**src/rtl/mux_scan_pkg.sv**
```systemverilog
// Shared constants for the 8:1 mux scan sequencer: default widths and FSM state codes.
// Used by mux_scan_seq and mux_scan_selcnt.
package mux_scan_pkg;

  localparam int SEL_W_DEF = 3;
  localparam int NCH_DEF   = 1 << SEL_W_DEF;
  localparam int LAST_CNT  = NCH_DEF - 1;

  typedef logic [1:0] state_t;

  localparam state_t ST_IDLE = 2'd0;
  localparam state_t ST_SCAN = 2'd1;
  localparam state_t ST_DONE = 2'd2;

endpackage

```
**src/rtl/mux_scan_selcnt.sv**
```systemverilog
// Select/progress counter for the mux scan: up/down modulo-2**SEL_W counter with
// load, enable and direction. Owns the mux select and the captured-channel count.
module mux_scan_selcnt
  import mux_scan_pkg::*;
#(
  parameter int SEL_W = SEL_W_DEF
) (
  input  logic             clk,
  input  logic             rst,
  input  logic             load,
  input  logic [SEL_W-1:0] load_val,
  input  logic             en,
  input  logic             dir,
  output logic [SEL_W-1:0] sel,
  output logic [SEL_W-1:0] count
);

  logic [SEL_W-1:0] sel_d, sel_q;
  logic [SEL_W-1:0] count_d, count_q;

  // Load wins over stepping; modulo wrap comes free because NCH is exactly 2**SEL_W.
  always_comb begin
    sel_d   = sel_q;
    count_d = count_q;
    if (load) begin
      sel_d   = load_val;
      count_d = '0;
    end else if (en) begin
      sel_d   = dir ? (sel_q - 1'b1) : (sel_q + 1'b1);
      count_d = count_q + 1'b1;
    end
  end

  always_ff @(posedge clk) begin
    if (rst) begin
      sel_q   <= '0;
      count_q <= '0;
    end else begin
      sel_q   <= sel_d;
      count_q <= count_d;
    end
  end

  assign sel   = sel_q;
  assign count = count_q;

endmodule

```
**src/rtl/mux_scan_seq.sv**
```systemverilog
// Scan sequencer upstream of the 8:1 mux: walks sel over all channels, captures y_in
// per channel and publishes a registered snapshot with a start/busy/done handshake.
// Optional feature macro: MUX_SCAN_PARITY_EN adds exp_par, parity and par_err.
module mux_scan_seq
  import mux_scan_pkg::*;
#(
  parameter int SEL_W = SEL_W_DEF
) (
  input  logic                    clk,
  input  logic                    rst,
  input  logic                    start,
  input  logic                    descend,
  input  logic                    hold,
  input  logic                    y_in,
`ifdef MUX_SCAN_PARITY_EN
  input  logic                    exp_par,
  output logic                    parity,
  output logic                    par_err,
`endif
  output logic [SEL_W-1:0]        sel,
  output logic                    busy,
  output logic                    done,
  output logic [(1<<SEL_W)-1:0]   snap
);

  localparam int               NCH      = 1 << SEL_W;
  localparam logic [SEL_W-1:0] LAST_SEL = SEL_W'(NCH - 1);

  state_t           state_d, state_q;
  logic             dir_d, dir_q;
  logic [NCH-1:0]   capture_d, capture_q;
  logic [NCH-1:0]   snap_d, snap_q;
  logic             done_d, done_q;
  logic             busy_d, busy_q;
  logic             cnt_load;
  logic [SEL_W-1:0] cnt_load_val;
  logic             cnt_en;
  logic             final_step;
  logic [SEL_W-1:0] count;

  mux_scan_selcnt #(.SEL_W(SEL_W)) u_selcnt (
    .clk      (clk),
    .rst      (rst),
    .load     (cnt_load),
    .load_val (cnt_load_val),
    .en       (cnt_en),
    .dir      (dir_q),
    .sel      (sel),
    .count    (count)
  );

  // The final capture reloads sel to 0 so the descending wrap to NCH-1 never shows.
  always_comb begin
    state_d      = state_q;
    dir_d        = dir_q;
    capture_d    = capture_q;
    snap_d       = snap_q;
    done_d       = 1'b0;
    cnt_load     = 1'b0;
    cnt_load_val = '0;
    cnt_en       = 1'b0;
    final_step   = 1'b0;
    case (state_q)
      ST_IDLE: begin
        if (start) begin
          state_d      = ST_SCAN;
          dir_d        = descend;
          capture_d    = '0;
          cnt_load     = 1'b1;
          cnt_load_val = descend ? LAST_SEL : '0;
        end
      end
      ST_SCAN: begin
        if (!hold) begin
          cnt_en         = 1'b1;
          capture_d[sel] = y_in;
          if (count == LAST_SEL) begin
            final_step   = 1'b1;
            state_d      = ST_DONE;
            snap_d       = capture_d;
            done_d       = 1'b1;
            cnt_load     = 1'b1;
            cnt_load_val = '0;
          end
        end
      end
      ST_DONE: state_d = ST_IDLE;
      default: state_d = ST_IDLE;
    endcase
    busy_d = (state_d == ST_SCAN);
  end

  always_ff @(posedge clk) begin
    if (rst) begin
      state_q   <= ST_IDLE;
      dir_q     <= 1'b0;
      capture_q <= '0;
      snap_q    <= '0;
      done_q    <= 1'b0;
      busy_q    <= 1'b0;
    end else begin
      state_q   <= state_d;
      dir_q     <= dir_d;
      capture_q <= capture_d;
      snap_q    <= snap_d;
      done_q    <= done_d;
      busy_q    <= busy_d;
    end
  end

  assign busy = busy_q;
  assign done = done_q;
  assign snap = snap_q;

`ifdef MUX_SCAN_PARITY_EN
  logic exp_par_d, exp_par_q;
  logic parity_d, parity_q;
  logic par_err_d, par_err_q;

  // Expected parity is captured with start so the upstream driver can move on.
  always_comb begin
    exp_par_d = exp_par_q;
    parity_d  = parity_q;
    par_err_d = 1'b0;
    if (state_q == ST_IDLE && start) begin
      exp_par_d = exp_par;
    end
    if (final_step) begin
      parity_d  = ^capture_d;
      par_err_d = (^capture_d) != exp_par_q;
    end
  end

  always_ff @(posedge clk) begin
    if (rst) begin
      exp_par_q <= 1'b0;
      parity_q  <= 1'b0;
      par_err_q <= 1'b0;
    end else begin
      exp_par_q <= exp_par_d;
      parity_q  <= parity_d;
      par_err_q <= par_err_d;
    end
  end

  assign parity  = parity_q;
  assign par_err = par_err_q;
`endif

endmodule

```
**config.mk**
```make
export PLATFORM = sky130hd
export DESIGN_NAME = mux_scan_seq
export DESIGN_NICKNAME = d
export VERILOG_FILES = /design/src/rtl/mux_scan_pkg.sv /design/src/rtl/mux_scan_selcnt.sv /design/src/rtl/mux_scan_seq.sv
export SDC_FILE = /design/constraint.sdc
export NUM_CORES = 1
export LEC_CHECK = 0
export CORE_UTILIZATION = 52
export CTS_CLUSTER_SIZE = 16
export DETAILED_ROUTE_END_ITERATION = 12
export PLACE_DENSITY_LB_ADDON = 0.1
export SYNTH_ARGS = -nofsm -noshare
export SYNTH_HDL_FRONTEND = slang
export SYNTH_SLANG_ARGS = --single-unit
```
**constraint.sdc**
```tcl
create_clock -name clk -period 1.8 [get_ports clk]
set_input_delay 0.45 -clock clk [delete_from_list [all_inputs] [get_ports clk]]
set_output_delay 0.45 -clock clk [all_outputs]
set_load 0.005 [all_outputs]
```
Yosys cells after proc, flatten, opt, wreduce, memory -nomap -nowiden
Cells that the tools add are included.
Storage, ports and cells
  bits in registers: 27
  latch bits: 0
  RAM bits: 0
  bits in read-only memories: 0
  input port bits: 6
  output and inout port bits: 13
  logic and storage cells: 51
  memories kept: 0
Cells by class
  $add $sub $neg: 3
  $mul: 0
  div/mod/pow operators: 0
  $lt $le $gt $ge: 2
  equality and inequality tests: 5
  shifts and indexed selects: 0
  muxes and demuxes: 22
  bitwise operators: 2
  reduce and logical (&&, ||, !) cells: 9
Operators with widths (count)
  $mux 3: 6
  $mux 8: 2
  $pmux 8 s2: 1
  $bwmux 8: 1
  $add 3x1->3 const B: 2
  $mux 1: 6
  $mux 2: 3
  $reduce_and 3->1: 2
  $eq 2x1->1 const B: 2
  $lt 3x4->1 const B: 1
  $ne 2x2->1 const B: 2
  $pmux 2 s2: 1
  $reduce_bool 2->1: 2
  $reduce_or 2->1: 2
  $demux 1 s3: 1
  $eq 3x3->1 const B: 1
  $ge 3x1->1 const B: 1
  $sub 3x1->3 const B: 1
  $logic_not 2->1: 1
  $not 1->1: 2
  $pmux 1 s2: 1
  $reduce_and 2->1: 1
  $logic_and 1x1->1: 1

Logic depth before layout (Yosys ltp)
Gate-level depths: netlist of the first run.
  word-level depth: 7
  gate-level depth with buffers: 7

Hierarchy
A second synthesis of the first run with hierarchy kept.
Unflattened totals
  cell total of the unflattened synthesis: 128
  area, all modules: 1257.5 µm²
Modules (own cells, without submodules)
  mux_scan_seq: times used 1, cells each 94, area an instance 938.4 µm², sequential area each 420.4 µm²
  mux_scan_selcnt: times used 1, cells each 34, area an instance 319.1 µm², sequential area each 120.1 µm²

Worst setup path after synthesis of the first run
No wires, ideal clock.
  kind: register to register
  start: register u_selcnt.sel_q[0], in the netlist u_selcnt.sel[0]
  end: register u_selcnt.sel_q[2], in the netlist u_selcnt.sel[2]
  library setup time: 0.120 ns
  arrival: 1.582 ns
  required time: 1.680 ns
  slack: 0.098 ns
  stages on the path, launching flop included: 8
  path buffers: 1
  cell sequence: dfxtp_1 -> buf_2 -> inv_1 -> fa_1 -> xnor2_1 -> xnor2_1 -> nor2_1 -> a211o_1
On the way
  cells in the longest elaborated chain, start to end: 4
  elaborated cells between the ends (all ways): 5
  classes of those cells: add/sub: 2; mux: 3
Ends and longest elaborated chain
  start: declaration: RTL line mux_scan_selcnt.sv:18  | logic [SEL_W-1:0] sel_d, sel_q;
  start signal: assignment: RTL line mux_scan_selcnt.sv:39  | sel_q <= sel_d;
  $add 3x1->3 or $sub 3x1->3 (tied branches): RTL line mux_scan_selcnt.sv:29  | sel_d = dir ? (sel_q - 1'b1) : (sel_q + 1'b1);
  $mux 3 (*): RTL line mux_scan_selcnt.sv:29
  $mux 3 (*): RTL line mux_scan_selcnt.sv:28  | end else if (en) begin
  $mux 3 (*): RTL line mux_scan_selcnt.sv:25  | if (load) begin
Every way passes the cells marked *; elsewhere a longest branch is shown, timed or not. The select of a mux whose other input is x is not followed.
A chain may end at the register's enable or synchronous reset.

Worst setup path in the final report of the first run
  start: register u_selcnt.sel_q[2], in the netlist u_selcnt.sel[2]
  end: output port sel[2]
RTL lines
  end: declaration: RTL line mux_scan_seq.sv:20  | output logic [SEL_W-1:0] sel,
No word-level cell between the ends.

==> flow_summary.yaml, run 1 <==
floorplanning:
  rows: 17
  start_util_pct: 55.8
  ioPinCount: 19
  coreArea_sq_um: 2250
  die-area_sq_um: 2620
  die_height_microns: 51.2
  die_w_microns: 51.2
global_route:
  grt_pass1_vias: 968
  antenna_found_initial: 0
  grt_usage_pct: 21.3
  grt_pass1_wl_microns: 4180
  grt_max_degree: 24
  grt-ovfl-total: 0
clocking:
  cts_hold_buf: 0
  htree_levels: 1
  clkLatencyLatePin_ns: 0.32
  clockBufferDepth: 2
  clk_pin_slew_worst_paths_ns: 0.14
  numCtsBuffers: 3
  root_buffer: "clkbuf_4"
  post_cts_buffers: 0
  cts.sinks: 27
  cts_tree: "done"
synthesis:
  synthXorXnorAreaFrac_pct: 2.09
  yosysTopAreaCell: "dfxtp_1"
  yosys_most_used_dff: "dfxtp_1"
  synth_seq_cells: 27
  synthMuxAreaShare_pct: 7.95
  yosys.area_share.simple_pct: 22.1
  synth_top_family_by_area: "simple AND/OR/NAND/NOR gates"
  async_reset_ff_share_pct: 0
  synth_fa_ha_area_share_pct: 4.57
  synth_edf_count: 0
  synth-compound-area-share_pct: 15.5
  syn-cell-area_sq_um: 1260
  synth_top_area_share_pct: 42.9
  synth_fp_nets: 154
  syn_avg_cell_area_sq_um: 8.74
  syn_inst: 144
  netlist_top_cells_area: "dfxtp_1 43%, mux2i_1 8.0%, nor2_1 6.0%"
  synth_cell_types: 30
  seq_area_frac_synth_pct: 42.9
  yosys_warnings: 0
timing:
  final-hold-violation-count: 0
  layout_setup_ws_ns: 0.0549
  fin_crit_ns: 1.75
  fin_crit_sh_pct: 96.9
  fin_skew_ns: 0.00120
  max_freq_ghz: 0.573
  fin_hold_ws_ns: 0.488
  rsz0062_at_grt: "false"
  maxSlewHeadroom_pct: 70.2
  slew_viol_final: 0
  finalSetupViolCount: 0
  tightest_slew_ns: 0.447
pwr:
  vdd_drop_max_v: 0.000524
  power_leakage_nw: 0.642
  powerDensity_nw_per_um2: 668
flow_run:
  maxCapViolations: 0
hold_path:
  whs_path_depth: 2
  hold_class: "flop to flop"
critical_path:
  startpoint_type: "flop"
  worstSetupPathType: "flop to output port"
  cp.arrival_ns: 1.30
  crit_chain: "clkdlybuf4s50_1"
  critPathMaxStageDelay_ns: 0.53
  slowest_stage: "clkdlybuf4s50_1"
  critPathBufInv: 1
  cp.required_ns: 1.35
  cp.depth: 1
  endpoint_kind: "output port"
  path_max_fanout: 11
  crit_family: "buffers and inverters"
  rr_worst_depth: 5
place:
  dp_hpwl_microns: 1800
  io_buffer_count: 18
  place.gp.congestion: 0.808
  dp_slack_ns: -0.0746
cells_and_area:
  fin_nets: 180
  diodes: 0
  drive_gt1_share_pct: 12.4
  area_delta_synth_final_pct: 25.4
drt:
  drc: 0
  finalWirelength_microns: 2590
  via_per_inst: 5.39
  drt_first_pass_iters: 4
  vias: 1062
  drt_iter0_drc: 21
  ant_nets: 0
  wire_per_inst_microns: 13.2
status:
  status: "completed"
[worst paths after layout]
| kind | slack (ns) | endpoint | startpoint |
|---|---|---|---|
| worst min register to register | 0.49 | capture_q[2] | capture_q[2] |
| worst min-delay path | 0.49 | capture_q[2] | capture_q[2] |
| worst max register to register | 0.14 | u_selcnt.sel[2] | u_selcnt.count[0] |
| worst max-delay path | 0.05 | sel[2] | u_selcnt.sel[2] |
[synth_stat cells (all sizes together) (2+ instances only)]
library cell,count
dfxtp,27
a211oi,8
nor3b,4
nor3,7
xnor2,2
nor2,21
nand2,9
a21oi,10
ha,3
nor2b,2
mux2i,10
a211o,3
nand2b,2
clkbuf,5
buf,5
and3b,3
o21ai,9
inv,4
[cells by family (layout without fill, tap and decap cells)]
family | after synthesis | after routing
AO/OA/AOI/OAI | 32 | 32
XOR/XNOR | 3 | 3
adder cells (fa/ha/maj) | 4 | 4
buffers and inverters | 14 | 39
flip-flops | 27 | 27
multiplexers | 10 | 10
AND/OR/NAND/NOR | 54 | 54
[placed cells by master, fill, tap and decap left out, drive strengths merged, types with 7 or more instances in the layout]
cell type / instances
buf: 13
mux2i: 10
o21ai: 9
dfxtp: 27
nor3: 7
a21oi: 10
clkdlybuf4s50: 16
nor2: 21
a211oi: 8
nand2: 9
[timing repair]
action / 4_1_cts / 5_1_grt
pin swaps: 0 / 0
resized for setup: 4 / 3
setup endpoints to repair: 3 / 2
[through the flow]
step           instances  utilization [%]  power [mW]  setup TNS, ns  cell area, sq um
2_1_floorplan        144                -       0.736              0              1260
3_3_place_gp         193             68.2       0.797         -0.350              1540
3_5_place_dp         193             68.2       0.801         -0.632              1540
4_1_cts              197             69.8        1.06              0              1570
5_1_grt              197             70.0        1.09              0              1580
6_report             197             70.0        1.06              0              1580
[flip-flops by register name, indices dropped and copies added (netlist names)]
signal / cells
busy: 1
capture_q: 8
dir_q: 1
done: 1
snap: 8
state_q: 2
u_selcnt.count: 3
u_selcnt.sel: 3
[cell type report]
cell class	count	area, sq um
fillers	194	676
well taps	28	35.0
inverters	4	15.0
multi-input cells	103	657
clock buffers	4	26.3
flip-flops and latches	27	547
repair buffers	31	299
[where the power goes]
part / leakage (nW) / total [mW] / internal [mW] / switching (mW)
Combinational: 0.406 / 0.166 / 0.0834 / 0.0827
Sequential: 0.220 / 0.626 / 0.612 / 0.0139
Clock: 0.0150 / 0.263 / 0.0868 / 0.176
Total: 0.642 / 1.06 / 0.783 / 0.273
[layer usage]
metal	wire, microns	track usage [%]
met4	39	8.33
met1	1310	27.6
met5	0	0
met3	77	2.68
met2	1170	35.7
No activity file was read; power rests on OpenSTA's default activity.
==> inputs of run 2 (changes only) <==
Settings changed: MAX_ROUTING_LAYER from default to met4.
Clock period 1.8 ns to 2 ns, I/O delays scaled along.
==> flow_summary.yaml, run 2 (synthesis gave the netlist of run 1 again) <==
pwr:
  combPwrFrac_pct: 15.6
  powerDensity_nw_per_um2: 614
  vdd_drop_max_v: 0.000456
  seq_power_share_pct: 59.3
  power_leakage_nw: 0.597
  internal_power_uw: 699
  swShare_pct: 26.3
  clockPowerShare_pct: 25.1
  p_sw_uw: 249
cells_and_area:
  seq_area_sq_um: 542
  layout_common_cells: "26 x dfxtp_1, 20 x nor2_1, 18 x clkdlybuf4s50_1"
  layout.cells.non_filler: 194
  final_core_util_pct: 68.5
  fin_nets: 177
  drive_gt1_share_pct: 10.2
  nFillCells: 199
  layout.cells.most_common: "dfxtp_1"
  diodes: 0
  area_delta_synth_final_pct: 22.7
  multi_input_area_sq_um: 657
drt:
  vias: 1087
  wire_per_inst_microns: 13.6
  drc: 0
  drt_iter0_drc: 30
  finalWirelength_microns: 2640
  drt_first_pass_iters: 4
  ant_nets: 0
  via_per_inst: 5.60
place:
  place.gp.congestion: 0.796
  dp.cells: 190
  dp_hpwl_microns: 1890
  dp_slack_ns: 0.0268
  io_buffer_count: 18
timing:
  slew_viol_final: 0
  rsz0062_at_grt: "false"
  fin_crit_ns: 1.88
  fin_tns_setup_ns: 0
  max_freq_ghz: 0.533
  fin_crit_sh_pct: 93.8
  maxSlewHeadroom_pct: 62.6
  layout_setup_ws_ns: 0.123
  fin_skew_ns: 0.00266
  final-hold-violation-count: 0
  tightest_slew_ns: 0.553
  fin_hold_ws_ns: 0.490
  finalSetupViolCount: 0
clocking:
  htree_levels: 1
  cts.sinks: 27
  clkLatencyLatePin_ns: 0.32
  post_cts_buffers: 0
  root_buffer: "clkbuf_4"
  clockBufferDepth: 2
  cts_hold_buf: 0
  numCtsBuffers: 3
  clk_pin_slew_worst_paths_ns: 0.15
  cts_resized: 0
  cts_tree: "done"
status:
  status: "completed"
critical_path:
  crit_start: "u_selcnt.sel[1]"
  rr_endpoint: "u_selcnt.sel[2]"
  rr_worst_depth: 5
  path_max_fanout: 10
  rrSetupSlack_ns: 0.37
  worstSetupPathType: "flop to output port"
  cp.required_ns: 1.50
  cp.arrival_ns: 1.38
  endpoint_kind: "output port"
  startpoint_type: "flop"
  timing.rr.start: "u_selcnt.count[0]"
flow_run:
  maxCapViolations: 0
hold_path:
  hp-start: "capture_q[6]"
  whs_path_depth: 2
  min_to: "capture_q[6]"
  hold_class: "flop to flop"
floorplanning:
  start_util_pct: 55.8
  ioPinCount: 19
  die_height_microns: 51.2
  die_w_microns: 51.2
  coreArea_sq_um: 2250
  die-area_sq_um: 2620
  rows: 17
global_route:
  grt_pass1_wl_microns: 4570
  grt_usage_pct: 24.1
  grt_max_degree: 24
  antenna_found_initial: 0
  grt_pass1_vias: 1071
  grt-ovfl-total: 0
==> run 2: layout make-up <==
| type | count | area share, % |
|---|---|---|
| clock buffer | 3 | 1.46 |
| clock inverter | 1 | 0.324 |
| inverter | 4 | 0.972 |
| multi-input combinational | 103 | 42.5 |
| sequential | 27 | 35.1 |
| tap | 28 | 2.27 |
| timing repair buffer | 28 | 17.3 |
==> run 2: how the worst max path moves through the flow <==
stage	to	slack [ns]
detailed placement	capture_q[5]	0.03
global route	sel[1]	0.07
finish	sel[1]	0.12
global placement	capture_q[3]	0.09
floorplan	u_selcnt.sel[2]	0.30
CTS	sel[2]	0.03
==> run 2: worst max-delay path: stages, from the launching register on <==
cell and delay [ns]:
dfxtp_1 0.36, buf_4 0.17, clkdlybuf4s50_1 0.52
==> run 2: power groups by stage <==
stage	registers, mW	clock network [mW]	logic (mW)
6_report	0.562	0.238	0.148
5_1_grt	0.565	0.261	0.163
4_1_cts	0.562	0.248	0.147
3_5_place_dp	0.573	0	0.145
3_3_place_gp	0.573	0	0.142
2_1_floorplan	0.569	0	0.0937
==> run 2: per-stage QoR <==
step / cell area (sq um) / total power, mW
after floorplan: 1260 / 0.663
after global placement: 1520 / 0.715
after detailed placement: 1520 / 0.718
after CTS: 1540 / 0.957
after global routing: 1540 / 0.989
final: 1540 / 0.948
==> run 2: per-layer routing <==
layer | GRT usage [%] | wire [microns] | vias up
met5 | - | 0 | -
met4 | 10.6 | 34 | 0
met3 | 2.68 | 121 | 4
met2 | 40.6 | 1250 | 39
met1 | 28.8 | 1240 | 497
li1 | - | - | 547
==> inputs of run 3 (changes only) <==
Settings changed: CTS_CLUSTER_DIAMETER from default to 100, GPL_TIMING_DRIVEN from default to 0.
==> flow_summary.yaml, run 3 (synthesis gave the netlist of run 1 again) <==
global_route:
  grtUsageMet2_pct: 34.2
  antenna_found_initial: 0
  grt_max_degree: 15
  grt_busiest_layer: "met2"
  grt-ovfl-total: 0
  grt_use_met1_pct: 29.4
  grt_pass1_vias: 941
  grt_usage_pct: 22.3
  grt_pass1_wl_microns: 4250
  gr-usage-met3_pct: 2.98
drt:
  ant_nets: 0
  via_per_inst: 5.57
  vias: 1070
  wire_per_inst_microns: 13.2
  drt_iter0_drc: 21
  finalWirelength_microns: 2530
  drt_first_pass_iters: 4
  drc: 0
hold_path:
  hold_class: "flop to flop"
  whs_path_depth: 2
critical_path:
  slowest_stage: "fa_1"
  cp.required_ns: 2.23
  path_max_fanout: 10
  crit_family: "adder cells"
  rr_worst_depth: 7
  critPathBufInv: 2
  crit_chain: "buf_2 -> inv_1 -> fa_1 -> xnor2_1 -> xnor2_1 -> nor2_1 -> a211o_1"
  rrSetupSlack_ns: 0.16
  cp.arrival_ns: 2.07
  worstSetupPathType: "flop to flop"
  critPathMaxStageDelay_ns: 0.44
  startpoint_type: "flop"
  cp.depth: 7
  endpoint_kind: "flop"
  crit_top_cell: "xnor2_1"
floorplanning:
  die_height_microns: 51.2
  rows: 17
  die_w_microns: 51.2
  die-area_sq_um: 2620
  ioPinCount: 19
  start_util_pct: 55.8
  coreArea_sq_um: 2250
flow_run:
  maxCapViolations: 0
pwr:
  powerDensity_nw_per_um2: 629
  seq_power_share_pct: 59.8
  swShare_pct: 26.1
  vdd_drop_max_v: 0.000431
  power_leakage_nw: 0.566
  clockPowerShare_pct: 25.3
  internal_power_uw: 690
  combPwrFrac_pct: 14.9
  p_sw_uw: 243
clocking:
  clk_pin_slew_worst_paths_ns: 0.15
  numCtsBuffers: 3
  root_buffer: "clkbuf_4"
  cts.sinks: 27
  clkLatencyLatePin_ns: 0.32
  post_cts_buffers: 0
  cts_hold_buf: 0
  cts_tree: "done"
  htree_levels: 1
  clockBufferDepth: 2
timing:
  max_freq_ghz: 0.545
  final-hold-violation-count: 0
  tightest_slew_ns: 0.563
  fin_tns_setup_ns: 0
  fin_crit_ns: 1.84
  fin_skew_ns: 0.00812
  finalSetupViolCount: 0
  slew_viol_final: 0
  maxSlewHeadroom_pct: 62.0
  rsz0062_at_grt: "false"
  fin_crit_sh_pct: 91.8
place:
  dp_hpwl_microns: 1800
  io_buffer_count: 16
  place.gp.congestion: 0.767
  dp.cells: 188
cells_and_area:
  diodes: 0
  area_delta_synth_final_pct: 18.0
  layout.cells.non_filler: 192
  final_core_util_pct: 65.9
  layout.cells.most_common: "dfxtp_1"
  layout_common_cells: "27 x dfxtp_1, 20 x nor2_1, 16 x clkdlybuf4s50_1"
  fin_nets: 175
  drive_gt1_share_pct: 6.10
status:
  status: "completed"
run 3: cell count changes in the layout (fill, tap and decap cells not counted), sizes merged:
| cell | before | now |
|---|---|---|
| clkbuf | 3 | 9 |
| clkinv | 1 | 0 |
| buf | 10 | 5 |
| clkdlybuf4s50 | 18 | 16 |
run 3: layout make-up:
type | instances | area (sq um)
flip-flops and latches | 27 | 541
repair buffers | 16 | 160
inverters | 4 | 15.0
well taps | 28 | 35.0
clock buffers | 4 | 26.3
plain buffers | 10 | 46.3
multi-input cells | 103 | 662
fillers | 207 | 769
run 3: worst paths after layout:
kind | to | from
worst max-delay path | u_selcnt.sel[2] | u_selcnt.sel[0]
worst min-delay path | capture_q[0] | capture_q[0]
worst max register to register | u_selcnt.sel[2] | u_selcnt.sel[0]
worst min register to register | capture_q[0] | capture_q[0]
run 3: routing by layer:
layer  vias up  routed length, microns
met3         5                      85
met1       499                    1200
li1        538                       -
met2        28                    1210
met4         0                      35
met5         -                       0
run 3: power by group through the flow:
stage | sequential (mW) | combinational [mW] | clock (mW)
floorplan | 0.569 | 0.0937 | 0
global placement | 0.569 | 0.134 | 0
detailed placement | 0.570 | 0.136 | 0
CTS | 0.558 | 0.139 | 0.241
global route | 0.560 | 0.152 | 0.256
finish | 0.558 | 0.139 | 0.237
run 3: what timing repair did:
| item | in CTS | in global routing |
|---|---|---|
| gates resized for setup | 0 | 1 |
| endpoints found under the setup margin | 0 | 1 |
| endpoints found under the hold margin | 0 | 0 |
run 3: metrics by stage:
step | hold WS (ns) | setup WS, ns | power, mW | area (sq um)
after floorplan | 0.453 | 0.298 | 0.663 | 1260
final | 0.490 | 0.164 | 0.934 | 1490
after global routing | 0.510 | 0.0317 | 0.968 | 1490
after detailed placement | 0.471 | -0.0960 | 0.706 | 1450
after CTS | 0.488 | 0.166 | 0.938 | 1480
after global placement | 0.458 | -0.0477 | 0.702 | 1450
run 3: tightest hold or removal path, delay by kind of cell, from the launching register on:
family             cells  cell delay (ns)
AOI/OAI and AO/OA      2             0.12
DFF                    1             0.34
